===== src/rtl/reset_sequencer_pkg.sv =====
// reset_seq_pkg: state encoding and reset-cause definitions shared by the reset sequencer
package reset_seq_pkg;

    typedef enum logic [2:0] {
        HOLD,
        WAIT_LOCK,
        COUNT,
        PERIPH,
        RUN
    } state_t;

    localparam int CAUSE_W    = 5;
    localparam int CAUSE_POR  = 0;
    localparam int CAUSE_EXT  = 1;
    localparam int CAUSE_LOCK = 2;
    localparam int CAUSE_SW   = 3;
    localparam int CAUSE_WDT  = 4;

    localparam logic [CAUSE_W-1:0] CAUSE_POR_INIT = CAUSE_W'(1 << CAUSE_POR);

    function automatic logic [CAUSE_W-1:0] cause_bit(input int idx);
        logic [CAUSE_W-1:0] c;
        c      = '0;
        c[idx] = 1'b1;
        return c;
    endfunction

endpackage


===== src/rtl/reset_sequencer_lock_filter.sv =====
// lock_filter: synchronizes the raw PLL lock and debounces it over LOCK_FILTER cycles
module lock_filter #(
    parameter int LOCK_FILTER = 4
) (
    input  logic clk25,
    input  logic rst,
    input  logic lock,
    output logic lock_s,
    output logic lock_ok
);

    localparam int CW = $clog2(LOCK_FILTER + 1);

    logic          meta;
    logic [CW-1:0] cnt;

    always_ff @(posedge clk25) begin
        if (rst) begin
            meta   <= 1'b0;
            lock_s <= 1'b0;
            cnt    <= '0;
        end else begin
            meta   <= lock;
            lock_s <= meta;
            cnt    <= !lock_s ? '0 : (cnt == CW'(LOCK_FILTER)) ? cnt : cnt + 1'b1;
        end
    end

    assign lock_ok = cnt == CW'(LOCK_FILTER);

endmodule


===== src/rtl/reset_sequencer.sv =====
// reset_sequencer: staged peripheral/CPU reset release from PLL lock, with watchdog and cause capture
module reset_sequencer
    import reset_seq_pkg::*;
#(
    parameter int LOCK_FILTER  = 4,
    parameter int HOLD_CYCLES  = 16,
    parameter int STAGE_CYCLES = 8,
    parameter int WDT_BITS     = 24
) (
    input  logic               clk25,
    input  logic               rst,
    input  logic               lock,
    input  logic               sw_rst,
    input  logic               wdt_en,
    input  logic               wdt_kick,
    output logic               rst_periph,
    output logic               rst_cpu,
    output logic               ready,
    output logic [CAUSE_W-1:0] cause
);

    localparam int CNT_MAX = HOLD_CYCLES > STAGE_CYCLES ? HOLD_CYCLES : STAGE_CYCLES;
    localparam int CNT_W   = $clog2(CNT_MAX + 1);

    state_t               state;
    state_t               next;
    logic [CNT_W-1:0]     cnt;
    logic [WDT_BITS-1:0]  wdt;
    logic [CAUSE_W-1:0]   cause_q = CAUSE_POR_INIT;
    logic [CAUSE_W-1:0]   next_cause;
    logic                 lock_s;
    logic                 lock_ok;
    logic                 run;
    logic                 lock_loss;
    logic                 timeout;

    lock_filter #(.LOCK_FILTER(LOCK_FILTER)) u_lock_filter (
        .clk25   (clk25),
        .rst     (rst),
        .lock    (lock),
        .lock_s  (lock_s),
        .lock_ok (lock_ok)
    );

    assign run       = state == RUN;
    assign lock_loss = !lock_s && (state inside {COUNT, PERIPH, RUN});
    assign timeout   = run && wdt_en && (&wdt) && !wdt_kick;
    assign cause     = cause_q;

    // Events are listed in priority order; rst is handled in the register process.
    always_comb begin
        next       = state;
        next_cause = cause_q;
        if (lock_loss) begin
            next       = HOLD;
            next_cause = cause_bit(CAUSE_LOCK);
        end else if (timeout) begin
            next       = HOLD;
            next_cause = cause_bit(CAUSE_WDT);
        end else if (run && sw_rst) begin
            next       = HOLD;
            next_cause = cause_bit(CAUSE_SW);
        end else begin
            case (state)
                HOLD:      next = WAIT_LOCK;
                WAIT_LOCK: next = lock_ok ? COUNT : WAIT_LOCK;
                COUNT:     next = (cnt == CNT_W'(HOLD_CYCLES - 1)) ? PERIPH : COUNT;
                PERIPH:    next = (cnt == CNT_W'(STAGE_CYCLES - 1)) ? RUN : PERIPH;
                default:   next = state;
            endcase
        end
    end

    always_ff @(posedge clk25) begin
        if (rst) begin
            state      <= HOLD;
            cnt        <= '0;
            wdt        <= '0;
            cause_q    <= cause_bit(CAUSE_EXT);
            rst_periph <= 1'b1;
            rst_cpu    <= 1'b1;
            ready      <= 1'b0;
        end else begin
            state      <= next;
            cause_q    <= next_cause;
            cnt        <= (next == state && (state inside {COUNT, PERIPH})) ? cnt + 1'b1 : '0;
            wdt        <= (!run || !wdt_en || wdt_kick) ? '0 : (&wdt) ? wdt : wdt + 1'b1;
            rst_periph <= !(next inside {PERIPH, RUN});
            rst_cpu    <= next != RUN;
            ready      <= next == RUN;
        end
    end

endmodule


===== config.mk =====
export PLATFORM = sky130hd
export DESIGN_NAME = reset_sequencer
export DESIGN_NICKNAME = d
export VERILOG_FILES = /design/src/rtl/reset_sequencer_pkg.sv /design/src/rtl/reset_sequencer_lock_filter.sv /design/src/rtl/reset_sequencer.sv
export SDC_FILE = /design/constraint.sdc
export NUM_CORES = 1
export LEC_CHECK = 0
export CORE_AREA = 2 2 100 54
export CTS_CLUSTER_DIAMETER = 60
export DETAILED_ROUTE_END_ITERATION = 16
export DIE_AREA = 0 0 102 56
export GPL_TIMING_DRIVEN = 1
export PLACE_DENSITY = 0.64
export REMOVE_ABC_BUFFERS = 1
export SYNTH_ARGS = -nofsm -noshare
export SYNTH_HDL_FRONTEND = slang
export SYNTH_HIERARCHICAL = 1
export SYNTH_SLANG_ARGS = --single-unit

===== constraint.sdc =====
create_clock -name clk25 -period 2.6 [get_ports clk25]
set_input_delay 0.52 -clock clk25 [delete_from_list [all_inputs] [get_ports clk25]]
set_output_delay 0.52 -clock clk25 [all_outputs]
set_load 0.01 [all_outputs]

### Word-level counts from Yosys, hierarchy flattened

Cells that the tools add are included.

* register bits after elaboration: 44
* bits in latches: 0
* bits in writable memories: 0
* bits in read-only memories: 0
* input bits: 6
* logic and storage cells: 63
* memories kept: 0

* add/sub/neg operators: 3
* multiply operators: 0
* div/mod/pow operators: 0
* magnitude comparators: 0
* eq/ne operators: 11
* shift operators: 0
* muxes and demuxes: 10
* bitwise operators: 2
* reduce and logical (&&, ||, !) cells: 25

Operators with widths (number)
* 24-bit by 1-bit adder with 24-bit output, second input constant: 1
* 24-bit AND reduction: 1
* 3-bit 2-to-1 mux: 5
* 3-bit case mux with 4 select lines: 1
* 5-bit 2-to-1 mux: 2
* 3-bit by 2-bit equality test with 1-bit output, second input constant: 3
* 3-bit equality test, second input constant: 3
* 2-bit OR reduction: 4
* 1-bit logical AND: 6
* 2-bit nonzero test: 3
* 3-bit nonzero test: 2
* 5-bit by 1-bit adder with 5-bit output, second input constant: 1
* 5-bit by 3-bit equality test with 1-bit output, second input constant: 1
* 5-bit by 4-bit equality test with 1-bit output, second input constant: 1
* 1-bit zero test: 5
* 3-bit by 1-bit adder with 3-bit output, second input constant: 1
* 3-bit by 1-bit equality test with 1-bit output, second input constant: 1
* 3-bit equality test: 1
* 3-bit zero test: 1
* 3-bit != test, second input constant: 1
* 3-bit OR reduction: 1
* 1-bit logical OR: 2
* 2-bit 2-to-1 mux: 1
* 1-bit NOT: 2
* 1-bit 2-to-1 mux: 1

### Logic depth before layout (Yosys ltp)

* depth in word-level cells: 10
* gate-level depth with buffers: 7
* depth with buffers taken out: 7

### Cells and area by module

The synthesis kept the hierarchy.

By module, submodules not included
* reset_sequencer: times used 1, cells an instance 218, area each 1879.3 sq um, sequential area each 780.7 sq um
* lock_filter: times used 1, cells an instance 22, area each 220.2 sq um, sequential area each 100.1 sq um

### Least setup slack after synthesis

OpenSTA, ideal clock, no wires.

* kind: flip-flop to flip-flop
* start point: register wdt[0]
* end point: register wdt[23]
* library setup time: 0.069 ns
* arrival: 1.831 ns
* data required time: 2.531 ns
* slack: 0.700 ns
* cell stages (with the launch flop): 8
* cells stage by stage: dfxtp_1 -> ha_1 -> and3_1 -> buf_2 -> and4_1 -> a21o_1 -> or4_1 -> o21ai_1

* word-level cells in the longest chain between the ends: 1

Ends and longest elaborated chain
* start: declaration: RTL line reset_sequencer.sv:28 `logic [WDT_BITS-1:0] wdt;`
* start signal: assignment: RTL line reset_sequencer.sv:87 `wdt <= (!run || !wdt_en || wdt_kick) ? '0 : (&wdt) ? wdt : wdt + 1'b1;`
* 24-bit by 1-bit adder with 24-bit output or 24-bit AND reduction (tied branches): RTL line reset_sequencer.sv:87

Parallel ways exist; a longest one is shown, timed or not.
A chain may end at the register's enable or synchronous reset.

### Worst setup path in the final report

* start point: register wdt[0]
* end point: register rst_periph

* word-level cells in the longest chain between the ends: 8

Ends and longest elaborated chain
* 24-bit AND reduction *: RTL line reset_sequencer.sv:47 `assign timeout = run && wdt_en && (&wdt) && !wdt_kick;`
* 1-bit logical AND * (2 in a row): RTL line reset_sequencer.sv:47
* 3-bit 2-to-1 mux *: RTL line reset_sequencer.sv:57 `end else if (timeout) begin`
* 3-bit 2-to-1 mux *: RTL line reset_sequencer.sv:54 `if (lock_loss) begin`
* 3-bit by 2-bit equality test with 1-bit output or 3-bit equality test (tied branches): RTL line reset_sequencer.sv:88 `rst_periph <= !(next inside {PERIPH, RUN});`
* 2-bit nonzero test *: RTL line reset_sequencer.sv:88
* 1-bit zero test *: RTL line reset_sequencer.sv:88
* end signal: assignment: RTL line reset_sequencer.sv:88
* end: declaration: RTL line reset_sequencer.sv:16 `output logic rst_periph,`

Every way passes the cells marked *; elsewhere a longest branch is shown, timed or not.

==> qor.yml <==
yosys.area.top_type: "dfxtp_1"
hold_buffers: 0
first_iter_violations: 107
syn-cell-area_um2: 2100
cts_tree: "built"
nets: 261
io_buffers: 12
grt_antenna_before_repair: 0
n_antenna_cell: 0
grt_max_degree: 23
die_w_um: 102
track_usage_pct: 16.7
place_congestion: 0.775
wl_um: 4400
critPathMaxFanout: 9
worst_hold_path_type: "flip-flop to flip-flop"
drive_gt1_share_pct: 7.97
final_max_slew_viol_count: 0
viasPerCell: 5.36
die-area_um2: 5710
ant_nets: 0
endpoint_kind: "flip-flop"
ys_warn_count: 6
seq_power_share_pct: 59.2
finalSetupViolations: 0
die_h_um: 56
cts_made_buffers: 5
path_clk_slew_ps: 80
rsz0062_at_grt: "false"
max_freq_mhz: 461
status: "complete, no violations"
synth_area_leaders: "dfxtp_1 42%, nor2_1 6.1%, xnor2_1 3.8%"
design.core.area_um2: 4770
period_minus_slack_ps: 2170
clkSinkCount: 44
cts-root-buf: "clkbuf_8"
seqCellArea_um2: 881
cap_violations: 0
p_int_w: 0.000900
area_growth_syn_to_layout_pct: 12.1
synth-seq-cells: 44
fill_cells: 489
switchingPower_w: 0.000249
start_util_pct: 44.0
ir_worst_vdd_v: 0.000229
final_hold_viol_count: 0
grt-ovfl-total: 0
syn_inst: 240
place_ws_ps: 395
drc: 0
p_leak_nw: 0.767
pwr-share-clk_pct: 39.0
power_density_nw_per_um2: 488
dr.pass1.iters: 5
synth_top_flop_cell: "dfxtp_1"
post_cts_buffers: 0
grt_pass1_vias: 1522
ios: 14
synthArstFlopShare_pct: 0
routedWlPerCell_um: 13.7
skew_ps: 3.69
synth.avg_cell_area_um2: 8.75
critPathKind: "flip-flop to flip-flop"
setup_ws_ps: 429
cp-start-kind: "flip-flop"
multiInputGateArea_um2: 1120
p_comb_share_pct: 1.9
num_vias: 1722
rows: 18
required_ps: 2830
cts_resized: 0
synth_cell_types: 51
insertion_delay_ps: 300
clock_tree.buffer_depth: 2
htreeDepth: 2
finalSetupTns_ps: 0
synth-edff-count: 0
grt_pass1_wl_um: 7530
crit_arrival_ps: 2400
hpwl_um: 3220
synth.top_cell.area_share_pct: 42.0
finalCritPeriodShare_pct: 83.5
p_sw_share_pct: 21.7
seq_area_frac_synth_pct: 42.0
## critical path, stage by stage, from the launching register on
cell,delay (ps)
dfxtp_1,380
ha_1,200
and3_1,390
nand2_1,240
or4_4,510
nand2_1,200
a2bb2oi_1,180
## registers in the layout, indices dropped and copies added (netlist names)
| signal | flops |
|---|---|
| wdt | 24 |
| cnt | 5 |
| cause | 4 |
| state | 3 |
| u_lock_filter/cnt | 3 |
| ready | 1 |
| rst_cpu | 1 |
| rst_periph | 1 |
| u_lock_filter/lock_s | 1 |
| u_lock_filter/meta | 1 |
## cell usage after synthesis (2+ instances only)
library cell   n
xor2_1         8
nor2b_1        5
and3_1         5
a21oi_1       12
or3_1          3
xnor2_1        9
nand2_1       14
and4_1         6
or4_1          2
a211oi_1       5
a311oi_1       2
buf_4          3
nand3_1        8
inv_1          8
buf_2          4
nor2_1        34
nor3_1         2
a2111oi_1      2
dfxtp_1       44
clkbuf_1       4
o21ai_0        6
nand4_1       12
ha_1           5
nand2b_1       2
a31oi_1        9
## per-layer routing
metal,global-route usage (%),routed length (µm),up-vias
met5,0,0,-
met4,4.00,36,0
met2,18.9,1420,48
met1,27.7,2540,787
li1,-,-,882
met3,6.28,405,5
## cells by family (layout without fill, tap and decap cells)
logic type / Yosys count / after routing / synth area share (%)
DFF: 44 / 44 / 42.0
other: 1 / 1 / 0.179
buffers and inverters: 20 / 31 / 4.71
muxes: 2 / 2 / 1.01
AOI/OAI and AO/OA: 46 / 46 / 14.4
xor gates and xnor gates: 17 / 17 / 7.09
adders and majority gates: 5 / 5 / 2.98
and+or+nand+nor: 105 / 105 / 27.7
## cell usage in the layout (no fill, tap or decap), types with 5 or more instances in the layout
| cell | instances |
|---|---|
| a211oi_1 | 5 |
| a21oi_1 | 12 |
| a31oi_1 | 9 |
| and3_1 | 5 |
| and4_1 | 6 |
| clkbuf_8 | 6 |
| clkdlybuf4s50_1 | 12 |
| dfxtp_1 | 44 |
| ha_1 | 5 |
| inv_1 | 8 |
| nand2_1 | 14 |
| nand3_1 | 8 |
| nand4_1 | 12 |
| nor2_1 | 34 |
| nor2b_1 | 5 |
| o21ai_0 | 6 |
| xnor2_1 | 9 |
| xor2_1 | 8 |
## area by class of cell
type / instances / share of cell area, %
inverters: 8 / 1.28
clock inverters: 2 / 0.425
well taps: 70 / 3.72
multi-input cells: 176 / 47.6
repair buffers: 15 / 6.06
flip-flops and latches: 44 / 37.4
clock buffers: 6 / 3.51
## power by group through the flow
stage           logic [W]  clock network, W  registers (W)
5_1_grt         0.0000238          0.000485       0.000681
6_report        0.0000215          0.000448       0.000680
3_3_place_gp    0.0000206                 0       0.000696
4_1_cts         0.0000213          0.000458       0.000680
2_1_floorplan  0.00000967                 0       0.000695
3_5_place_dp    0.0000214                 0       0.000696
## final timing paths
path	startpoint	to	slack (ps)	cells after the start
min reg2reg	u_lock_filter/meta	u_lock_filter/lock_s	450	1
max reg2reg	wdt[0]	rst_periph	430	6
min	u_lock_filter/meta	u_lock_filter/lock_s	450	1
max	wdt[0]	rst_periph	430	6
## metrics by stage
stage | hold WS, ps | instances | util, % | instance area [µm²] | total power (W)
after CTS | 451 | 321 | 49.3 | 2350 | 0.00116
after global routing | 467 | 321 | 49.3 | 2350 | 0.00119
after detailed placement | 432 | 313 | 47.4 | 2260 | 0.000717
after global placement | 417 | 313 | 47.4 | 2260 | 0.000716
final | 448 | 321 | 49.3 | 2350 | 0.00115
after floorplan | 414 | 228 | - | 2030 | 0.000704
Power figures use the tool's default switching activity.
